**config.mk**
```make
export PLATFORM = sky130hd
export DESIGN_NAME = grf_wb_arbiter
export DESIGN_NICKNAME = d
export VERILOG_FILES = /design/src/rtl/grf_pkg.sv /design/src/rtl/wb_fifo.sv /design/src/rtl/grf_wb_arbiter.sv
export SDC_FILE = /design/constraint.sdc
export NUM_CORES = 1
export LEC_CHECK = 0
export CORE_ASPECT_RATIO = 0.8
export CORE_UTILIZATION = 38
export CTS_CLUSTER_DIAMETER = 40
export CTS_CLUSTER_SIZE = 40
export DETAILED_ROUTE_END_ITERATION = 12
export SYNTH_ARGS = -nofsm -noshare
export SYNTH_HDL_FRONTEND = slang
export SYNTH_SLANG_ARGS = --single-unit
```
**constraint.sdc**
```tcl
create_clock -name clk -period 14 [get_ports clk]
set_clock_uncertainty 0.15 [all_clocks]
set_input_delay 4.2 -clock clk [delete_from_list [all_inputs] [get_ports clk]]
set_output_delay 4.2 -clock clk [all_outputs]
set_load 0.05 [all_outputs]
```
**src/rtl/grf_pkg.sv**
```systemverilog
// Shared types and helpers for the GRF write-side arbiter and its result FIFO.
package grf_pkg;

   localparam logic [4:0] REG_ZERO = 5'd0;

   typedef struct packed {
      logic        valid;
      logic [4:0]  wa;
      logic [31:0] wd;
      logic [31:0] pc;
   } wb_entry_t;

   function automatic logic [31:0] onehot32(input logic [4:0] wa);
      return 32'd1 << wa;
   endfunction

endpackage

```
**src/rtl/wb_fifo.sv**
```systemverilog
// Small circular FIFO of B write results with per-entry squash by destination register
// and a register-indexed mask of the still-valid entries.
module wb_fifo
   import grf_pkg::*;
#(
   parameter int DEPTH = 2
) (
   input  logic        clk,
   input  logic        reset,
   input  logic        i_push,
   input  wb_entry_t   i_pushEntry,
   input  logic        i_pop,
   input  logic        i_squash,
   input  logic [4:0]  i_squashWa,
   output wb_entry_t   o_head,
   output logic        o_empty,
   output logic        o_full,
   output logic [31:0] o_pendMask
);

   localparam int PW = $clog2(DEPTH);
   localparam logic [PW:0] CNT_FULL = (PW + 1)'(DEPTH);

   wb_entry_t     r_mem [DEPTH];
   logic [PW-1:0] r_rdPtr;
   logic [PW-1:0] r_wrPtr;
   logic [PW:0]   r_count;

   assign o_head  = r_mem[r_rdPtr];
   assign o_empty = (r_count == '0);
   assign o_full  = (r_count == CNT_FULL);

   // Squash clears only the valid bit; the slot stays occupied until it is popped.
   always_ff @(posedge clk) begin
      if (!reset) begin
         for (int i = 0; i < DEPTH; i++) begin
            r_mem[i] <= '0;
         end
         r_rdPtr <= '0;
         r_wrPtr <= '0;
         r_count <= '0;
      end else begin
         if (i_squash) begin
            for (int i = 0; i < DEPTH; i++) begin
               if (r_mem[i].valid && (r_mem[i].wa == i_squashWa)) begin
                  r_mem[i].valid <= 1'b0;
               end
            end
         end
         if (i_pop) begin
            r_mem[r_rdPtr].valid <= 1'b0;
            r_rdPtr              <= r_rdPtr + 1'b1;
         end
         if (i_push) begin
            r_mem[r_wrPtr] <= i_pushEntry;
            r_wrPtr        <= r_wrPtr + 1'b1;
         end
         r_count <= r_count + {{PW{1'b0}}, i_push} - {{PW{1'b0}}, i_pop};
      end
   end

   always_comb begin
      o_pendMask = '0;
      for (int i = 0; i < DEPTH; i++) begin
         if (r_mem[i].valid) begin
            o_pendMask = o_pendMask | onehot32(r_mem[i].wa);
         end
      end
      o_pendMask[0] = 1'b0;
   end

endmodule

```
**src/rtl/grf_wb_arbiter.sv**
```systemverilog
// GRF write-port arbiter: pipeline writeback (A) wins, mult/div results (B) bypass or queue,
// stale queued B results are squashed on write-after-write, and a starving queue stalls A.
module grf_wb_arbiter
   import grf_pkg::*;
#(
   parameter int DEPTH      = 2,
   parameter int STARVE_MAX = 4
) (
   input  logic        clk,
   input  logic        reset,
   input  logic        a_valid,
   input  logic [4:0]  a_wa,
   input  logic [31:0] a_wd,
   input  logic [31:0] a_pc,
   output logic        a_stall,
   input  logic        b_valid,
   output logic        b_ready,
   input  logic [4:0]  b_wa,
   input  logic [31:0] b_wd,
   input  logic [31:0] b_pc,
   output logic        RegWrite,
   output logic [4:0]  WA,
   output logic [31:0] WD,
   output logic [31:0] PC0,
   output logic [31:0] pend_mask
);

   localparam int SW = $clog2(STARVE_MAX + 1);
   localparam logic [SW-1:0] STARVE_LIMIT = SW'(STARVE_MAX);

   logic          r_stall;
   logic [SW-1:0] r_starve;
   logic [SW-1:0] w_starveNext;
   logic          w_aSel;
   logic          w_bAccept;
   logic          w_bKeep;
   logic          w_bypass;
   logic          w_push;
   logic          w_pop;
   logic          w_fifoEmpty;
   logic          w_fifoFull;
   wb_entry_t     w_head;
   wb_entry_t     w_bEntry;

   assign a_stall   = r_stall;
   assign b_ready   = !w_fifoFull;
   assign w_aSel    = a_valid && (a_wa != REG_ZERO) && !r_stall;
   assign w_bAccept = b_valid && !w_fifoFull;
   // A B result to the register A is writing now is older than A, so it is simply dropped.
   assign w_bKeep   = w_bAccept && (b_wa != REG_ZERO) && !(w_aSel && (b_wa == a_wa));
   assign w_pop     = !w_aSel && !w_fifoEmpty;
   assign w_bypass  = w_bKeep && !w_aSel && w_fifoEmpty;
   assign w_push    = w_bKeep && !w_bypass;
   assign w_bEntry  = '{valid: 1'b1, wa: b_wa, wd: b_wd, pc: b_pc};

   wb_fifo #(
      .DEPTH (DEPTH)
   ) u_fifo (
      .clk         (clk),
      .reset       (reset),
      .i_push      (w_push),
      .i_pushEntry (w_bEntry),
      .i_pop       (w_pop),
      .i_squash    (w_aSel),
      .i_squashWa  (a_wa),
      .o_head      (w_head),
      .o_empty     (w_fifoEmpty),
      .o_full      (w_fifoFull),
      .o_pendMask  (pend_mask)
   );

   always_comb begin
      w_starveNext = r_starve;
      if (w_fifoEmpty || w_pop) begin
         w_starveNext = '0;
      end else if (w_aSel && w_head.valid && (r_starve != STARVE_LIMIT)) begin
         w_starveNext = r_starve + 1'b1;
      end
   end

   always_ff @(posedge clk) begin
      if (!reset) begin
         RegWrite <= 1'b0;
         WA       <= REG_ZERO;
         WD       <= '0;
         PC0      <= '0;
         r_stall  <= 1'b0;
         r_starve <= '0;
      end else begin
         r_starve <= w_starveNext;
         r_stall  <= (w_starveNext == STARVE_LIMIT);
         RegWrite <= 1'b0;
         if (w_aSel) begin
            RegWrite <= 1'b1;
            WA       <= a_wa;
            WD       <= a_wd;
            PC0      <= a_pc;
         end else if (w_pop) begin
            if (w_head.valid) begin
               RegWrite <= 1'b1;
               WA       <= w_head.wa;
               WD       <= w_head.wd;
               PC0      <= w_head.pc;
            end
         end else if (w_bypass) begin
            RegWrite <= 1'b1;
            WA       <= b_wa;
            WD       <= b_wd;
            PC0      <= b_pc;
         end
      end
   end

endmodule

```
After elaboration in Yosys (flattened, before gate mapping). Memory sizes are Yosys's and may differ from the RTL's. A register that Yosys moved wholly into a read port is not among the register bits. Index checks and enable logic that the tools add are counted.

Bitwise logic cells: 3. $add $sub $neg: 5. Multiplexer cells: 42. Shifts and indexed selects: 2. Eq/ne operators: 7. Reductions and logical operators: 27.

Operator list (number): 32-bit two-way mux (10); 70-bit two-way mux (1); 70-bit OR reduction (1); 1-bit by 5-bit << shifter with 32-bit output, first input constant (2); 32-bit bitwise OR (1); 1-bit two-way mux (24); 5-bit two-way mux (4); 5-bit equality test (3); 1-bit logical AND (14); 5-bit nonzero test (2); 1-bit logical NOT (6); 3-bit two-way mux (2); 3-bit inequality test, second input constant (2); 3-bit by 1-bit adder with 3-bit output, second input constant (1); 3-bit equality test, second input constant (1); 3-bit nonzero test (1); 1-bit adder, second input constant (2); 2-bit by 1-bit adder with 2-bit output (1); 2-bit equality test, second input constant (1); 2-bit logical NOT (1); 2-bit two-way mux (1); 1-bit bitwise OR (2); 2-bit AND reduction (1); 2-bit by 1-bit subtractor with 2-bit output (1); 1-bit logical OR (1).

Register bits after elaboration: 78. Memories: 1. Word-level logic and storage cells: 96. Input port bits: 142. Bits in writable memories: 140.

Memories: u_fifo.r_mem (depth 2, width 70, rd ports 3, clocked after memory_dff 1, write ports 3, line wb_fifo.sv:24) `wb_entry_t r_mem [DEPTH];`.

Depth between registers and ports, before layout. Gate-level depths: netlist of the first run.

Word-level depth: 13. Mapped depth: 10. Depth with buffers taken out: 10.

Cells and area by module. Synthesis of the first run repeated with hierarchy kept, for this count alone.

Cell total of the unflattened synthesis: 1007. Area, all modules: 10978.0 µm².

By module, submodules not included: wb_fifo (times used 1, area an instance 6849.1 µm², seq. area each 4304.1 µm², cells each 496); grf_wb_arbiter (times used 1, area an instance 4129.0 µm², seq. area each 1481.4 µm², cells each 511).

Worst setup path before layout of the first run. No wires, ideal clock.

Path kind: in2reg. Start point: input port a_wa[1]. End point: memory u_fifo.r_mem[1][0] (netlist name), enable pin. Stages: 5. Setup slack: 3085 ps. Data arrival time: 10174 ps. Library setup time: 591 ps. Path through: or4_4 o21ai_4 nand2_2 a21o_1 o21ai_0.

RTL lines: from (decl) (line grf_wb_arbiter.sv:12) `input logic [4:0] a_wa,`; to (decl) (line wb_fifo.sv:24).

Worst setup path after layout of the first run.
Start point: input port a_wa[1]. End point: register PC0[27].

Word-level cells in the longest chain between the ends: 10. Elaborated cells between the ends (all ways): 16. Those cells by class: 2 x eq/ne; 2 x mux; 12 x reduce/logical.

Ends and longest elaborated chain: 5-bit nonzero test (line grf_wb_arbiter.sv:47) `assign w_aSel = a_valid && (a_wa != REG_ZERO) && !r_stall;`; 1-bit logical AND (2 in series) (line grf_wb_arbiter.sv:47); 1-bit logical AND (line grf_wb_arbiter.sv:50) `assign w_bKeep = w_bAccept && (b_wa != REG_ZERO) && !(w_aSel && (b_wa == a_wa));`; 1-bit logical NOT (line grf_wb_arbiter.sv:50); 1-bit logical AND (line grf_wb_arbiter.sv:50); 1-bit logical AND (2 in series) (line grf_wb_arbiter.sv:52) `assign w_bypass = w_bKeep && !w_aSel && w_fifoEmpty;`; 3-bit nonzero test (no source line); 2-bit AND reduction (no source line); to (signal assigned) (line grf_wb_arbiter.sv:97) `PC0 <= a_pc;`; to (signal assigned) (line grf_wb_arbiter.sv:103) `PC0 <= w_head.pc;`; to (signal assigned) (line grf_wb_arbiter.sv:109) `PC0 <= b_pc;`; to (decl) (line grf_wb_arbiter.sv:24) `output logic [31:0] PC0,`.

Parallel ways exist; a longest one is shown, timed or not. A chain may end at the register's enable or synchronous reset.

==> flow_summary.yaml, run 1 <==
min_path:
  hp-class: "reg -> reg"
  min_from: "WD[7]"
  min_to: "WD[7]"
  whs_path_depth: 2
cells_and_area:
  diodes: 0
  multi_input_area_sq_um: 4110
  fin_util_pct: 53.4
  layout.nets: 1280
  drive_above_1_share_pct: 7.08
  seqCellArea_sq_um: 5770
  synthToLayoutAreaGrowth_pct: 38.2
  fillers: 2334
floorplan:
  coreArea_sq_um: 26300
  die_area_sq_um: 27400
  initial_core_util_pct: 38.7
  core.rowCount: 53
  io_pins: 246
  die_x_microns: 185
  fp.dieH_microns: 148
worst_setup_path:
  endpoint_kind: "flop"
  worstPathArrival_ns: 7.80
  worst_r2r_endpoint: "u_fifo.r_mem[0][28]"
  reg2regPathDepth: 6
  cp_max_fo: 72
  cp-start-kind: "primary input"
  r2r-start: "a_stall"
  path_class: "in -> reg"
  cp_data_required_time_ns: 14.19
  reg2reg_slack_ns: 10.48
route:
  vias: 7917
  vias_per_cell: 5.22
  drtIter0Drc: 424
  wl_per_cell_microns: 18.0
  first_pass_iters: 5
  wirelength_microns: 27300
  drcViolationCount: 0
  ant_nets: 0
grt:
  grt-ovfl-total: 0
  track_usage_pct: 20.0
  grt_max_degree: 90
  antenna_found_initial: 1
  grt_pass1_vias: 7779
  grt_pass1_wl_microns: 42900
flow_run:
  maxCapViolations: 0
timing:
  slew_viol_final: 0
  fin_setup_tns_ns: 0
  relSlewSlack_pct: 34.6
  holdWs_ns: 0.352
  hold_violations: 0
  rsz0062_at_grt: "false"
  max_freq_mhz: 131
  period_share_pct: 54.3
  setup_violations: 0
  timing.final.ws_setup_ns: 6.39
  period_needed_ns: 7.61
  tightest_slew_ns: 0.980
clocking:
  clk_latency_ns: 0.49
  clock_sinks: 219
  cts-root-buf: "clkbuf_16"
  clock_path_buffers: 3
  cts.htree.levels: 2
  cts_tree: "built"
  cts-resized-gates: 0
  cts.clk_slew.worst_paths_ns: 0.05
  ctsHoldBuffers: 0
  cts_buffers: 34
  postCtsSetupBuffers: 0
synthesis:
  syn-num-nets: 1068
  synth_area_leader_cell: "edfxtp_1"
  syn-mean-instance-area_sq_um: 11.0
  ys_top_cells_by_count: "143 x and2_1, 138 x edfxtp_1, 81 x dfxtp_1"
  synth_ff_type: "edfxtp_1"
  seq_area_frac_synth_pct: 56.8
  yosys-top-cells-area: "edfxtp_1 41%, dfxtp_1 16%, and2_1 8.8%"
  synth_top_cell_area_share_pct: 40.8
  syn-cell-area_sq_um: 10200
  async_flop_share_pct: 0
  ys_seq_elements: 219
  netlist_instances: 922
  yosys_warnings: 0
  yosysMostFrequentCell: "and2_1"
  synth_enable_flop_cells: 138
  synth_cell_types: 46
placement:
  preCtsSetupSlack_ns: 5.91
  dp_hpwl_microns: 17200
  io_buffers: 244
  gp_congestion: 0.834
power:
  power_density_nw_per_um2: 173
  vdd_drop_max_v: 0.0000872
  p_leak_nw: 4.96
  finalPower_mw: 2.42
outcome:
  outcome: "finished clean"
==> final cells by class <==
cell class	instances	share of cell area [%]
clock buffer	42	6.80
multi-input combinational	620	29.3
clock inverter	19	1.60
tap	357	3.18
inverter	5	0.134
timing repair buffer	254	17.9
sequential	219	41.1
==> stage by stage <==
stage	cell area (sq um)	instances
after floorplan	10200	922
after global placement	12900	1455
after detailed placement	12900	1455
after CTS	14000	1516
after global routing	14000	1516
final	14000	1516
==> placed cells by master, fill, tap and decap left out, drive strengths merged, types with 4 or more instances in the layout <==
| cell | synthesis | routed |
|---|---|---|
| inv | 5 | 9 |
| dfxtp | 81 | 81 |
| buf | 15 | 11 |
| a21oi | 74 | 74 |
| bufinv | 0 | 4 |
| o22ai | 32 | 32 |
| nand2 | 77 | 77 |
| a211oi | 6 | 6 |
| clkbuf | 63 | 42 |
| nand3b | 5 | 5 |
| edfxtp | 138 | 138 |
| and2 | 143 | 143 |
| clkinv | 0 | 10 |
| ha | 4 | 4 |
| nand3 | 10 | 10 |
| xor2 | 7 | 7 |
| o221ai | 66 | 66 |
| mux2i | 71 | 71 |
| o21ai | 74 | 74 |
| xnor2 | 12 | 12 |
| clkdlybuf4s50 | 0 | 243 |
| nor2 | 7 | 7 |
| nor2b | 6 | 6 |
==> cells by family (layout without fill, tap and decap cells) <==
| group | after synthesis | count (layout) | synth area share (%) |
|---|---|---|---|
| xor gates and xnor gates | 19 | 19 | 1.64 |
| and+or+nand+nor | 264 | 264 | 14.3 |
| buffers and inverters | 83 | 320 | 3.35 |
| adders and majority gates | 4 | 4 | 0.493 |
| AOI/OAI and AO/OA | 260 | 260 | 16.3 |
| muxes | 72 | 72 | 7.11 |
| other | 1 | 1 | 0.0369 |
| DFF | 219 | 219 | 56.8 |
==> state kept, by name, indices dropped and copies added (netlist names), named ones only <==
| register | count |
|---|---|
| r_starve | 3 |
| u_fifo.r_wrPtr | 1 |
| WA | 5 |
| a_stall | 1 |
| RegWrite | 1 |
| u_fifo.r_mem | 140 |
| u_fifo.r_rdPtr | 1 |
| WD | 32 |
| u_fifo.r_count | 2 |
| PC0 | 32 |
==> metal layers <==
metal	track usage [%]	up-vias	part of all wire, %
li1	-	3840	-
met1	28.2	3760	47
met2	30.9	272	44
met3	4.51	43	7.3
met4	5.66	2	2.0
met5	0	-	0.044
==> power by group <==
group	total, mW	internal, mW	switching [mW]	leakage [nW]
sequential	0.846	0.787	0.0587	2.12
clock	0.862	0.562	0.300	0.579
combinational	0.716	0.253	0.463	2.26
total	2.42	1.60	0.821	4.96
==> worst max-delay path, stage by stage <==
cell and delay (ns):
clkdlybuf4s50_1 0.57, or4_4 0.62, o21ai_4 0.15, buf_4 0.70, nand3_4 0.92, o221ai_1 0.51, a21oi_1 0.07
==> how the worst max path moves through the flow <==
| stage | from | end | slack (ns) | depth (start not counted) |
|---|---|---|---|---|
| final | a_wa[1] | PC0[27] | 6.39 | 7 |
| after global routing | a_wa[1] | PC0[27] | 6.17 | 7 |
| after CTS | a_wa[1] | PC0[29] | 6.38 | 7 |
| after detailed placement | a_wa[1] | PC0[27] | 5.91 | 7 |
| after global placement | a_wa[1] | WA[3] | 5.97 | 7 |
| after floorplan | a_wa[1] | u_fifo.r_mem[1][0] | 3.08 | 5 |
(Power assumes the default switching activity.)
==> run 2: changes to the inputs <==
==> constraint.sdc (replaced) <==
create_clock -name clk -period 7.5 [get_ports clk]
set_clock_uncertainty 0.15 [all_clocks]
set_input_delay 2.25 -clock clk [delete_from_list [all_inputs] [get_ports clk]]
set_output_delay 2.25 -clock clk [all_outputs]
set_load 0.05 [all_outputs]
==> run 2 against run 1 <==
Effect of this change:
- count of clock-buffer cells in the layout down 2
- first-iteration DRC count increased by 15%
- worst setup slack got worse by 4.5 ns
- via count grew 0.30%
- wire length is 0.88% higher
- flip-flop and latch count is the same
- design area rose by 0.87%
- clock power grew 100%
- die area is the same
==> flow_summary.yaml, run 2 (synthesized netlist as in run 1, its figures left out) <==
placement:
  preCtsSetupSlack_ns: 1.45
  placed_cells: 1455
  dp_hpwl_microns: 17000
  gp_congestion: 0.782
  io_buffers: 244
timing:
  holdWs_ns: 0.346
  slew_viol_final: 0
  period_share_pct: 74.5
  period_needed_ns: 5.59
  hold_violations: 0
  relSlewSlack_pct: 23.0
  fin_setup_tns_ns: 0
  timing.final.ws_setup_ns: 1.91
  setup_violations: 0
  max_freq_mhz: 179
  rsz0062_at_grt: "false"
  tightest_slew_ns: 1.15
power:
  power_density_nw_per_um2: 329
  vdd_drop_max_v: 0.000214
  share_comb_of_total_power_pct: 29.1
  netSwitchingFraction_pct: 34.3
  internal_power_mw: 3.06
  p_switching_mw: 1.60
  p_seq_share_pct: 33.8
  clkPwrFrac_pct: 37.2
  p_leak_nw: 5.02
floorplan:
  initial_core_util_pct: 38.7
  core.rowCount: 53
  die_x_microns: 185
  io_pins: 246
  coreArea_sq_um: 26300
  fp.dieH_microns: 148
  die_area_sq_um: 27400
route:
  vias_per_cell: 5.22
  drtIter0Drc: 487
  wirelength_microns: 27600
  wl_per_cell_microns: 18.1
  drcViolationCount: 0
  first_pass_iters: 5
  ant_nets: 0
  vias: 7941
cells_and_area:
  synthToLayoutAreaGrowth_pct: 39.4
  mostFrequentLayoutCells: "243 x clkdlybuf4s50_1, 143 x and2_1, 138 x edfxtp_1, 80 x dfxtp_1, 76 x nand2_1"
  regMostFlops: "u_fifo.r_mem"
  diodes: 0
  reg_top3: "u_fifo.r_mem (140), PC0 (32), WD (32)"
  fin_util_pct: 53.9
  drive_above_1_share_pct: 7.90
  stdcell_count: 1521
  layout.nets: 1282
  largest_register_ffs: 140
  fillers: 2337
  final_common_cell: "clkdlybuf4s50_1"
grt:
  grt_max_degree: 99
  track_usage_pct: 19.7
  grt-ovfl-total: 0
  antenna_found_initial: 2
  grt_pass1_wl_microns: 42600
  grt_pass1_vias: 7780
clocking:
  clk_latency_ns: 0.50
  cts.clk_slew.worst_paths_ns: 0.05
  cts_tree: "built"
  postCtsSetupBuffers: 0
  ctsHoldBuffers: 0
  clock_path_buffers: 3
  cts_buffers: 36
  cts-resized-gates: 0
  cts-root-buf: "clkbuf_16"
  clock_sinks: 219
  cts.htree.levels: 2
worst_setup_path:
  crit_start: "a_wa[2]"
  cp-start-kind: "primary input"
  path_class: "in -> reg"
  worstPathArrival_ns: 5.78
  r2r-start: "a_stall"
  cp_data_required_time_ns: 7.70
  endpoint_kind: "flop"
  cp_max_fo: 72
flow_run:
  maxCapViolations: 0
outcome:
  outcome: "finished clean"
min_path:
  hp-class: "reg -> reg"
  min_from: "WD[7]"
[run 2: worst max-delay path: stages]
cell and delay [ns]:
clkdlybuf4s50_1 0.55, or4_4 0.59, o21ai_4 0.16, buf_4 0.69
nand3_4 0.95, o221ai_1 0.50, a21oi_1 0.07
[run 2: power by group through the flow]
stage / registers [mW] / logic [mW] / clock network [mW]
6_report: 1.57 / 1.35 / 1.73
5_1_grt: 1.60 / 1.47 / 1.81
4_1_cts: 1.58 / 1.37 / 1.77
3_5_place_dp: 1.60 / 1.36 / 0
3_3_place_gp: 1.59 / 1.37 / 0
2_1_floorplan: 1.81 / 0.695 / 0
[run 2: layout make-up]
type,count,area [sq um],area share (%)
Multi-Input combinational cell,620,4110,29.0
Sequential cell,219,5770,40.8
Clock buffer,40,957,6.76
Clock inverter,26,319,2.25
Inverter,5,18.8,0.133
Timing Repair Buffer,254,2540,17.9
Tap cell,357,447,3.16
[run 2: path summary, 6_finish.rpt]
kind | slack, ns | cells after the start | to
worst min-delay path | 0.35 | 2 | WD[7]
worst min register to register | 0.35 | 2 | WD[7]
worst max-delay path | 1.91 | 7 | PC0[30]
worst max register to register | 4.10 | 6 | u_fifo.r_mem[0][22]
[run 2: routing by layer]
| layer | track usage [%] | wire (microns) | share of wire (%) |
|---|---|---|---|
| met1 | 27.0 | 12900 | 47 |
| met2 | 31.3 | 12200 | 44 |
| met3 | 4.55 | 1970 | 7.1 |
| met4 | 5.29 | 492 | 1.8 |
| met5 | 0 | 27 | 0.098 |
[run 2: stage by stage]
step | total power, mW | area [sq um]
2_1_floorplan | 2.51 | 10200
3_3_place_gp | 2.96 | 12900
3_5_place_dp | 2.96 | 12900
4_1_cts | 4.71 | 14200
5_1_grt | 4.89 | 14200
6_report | 4.66 | 14200
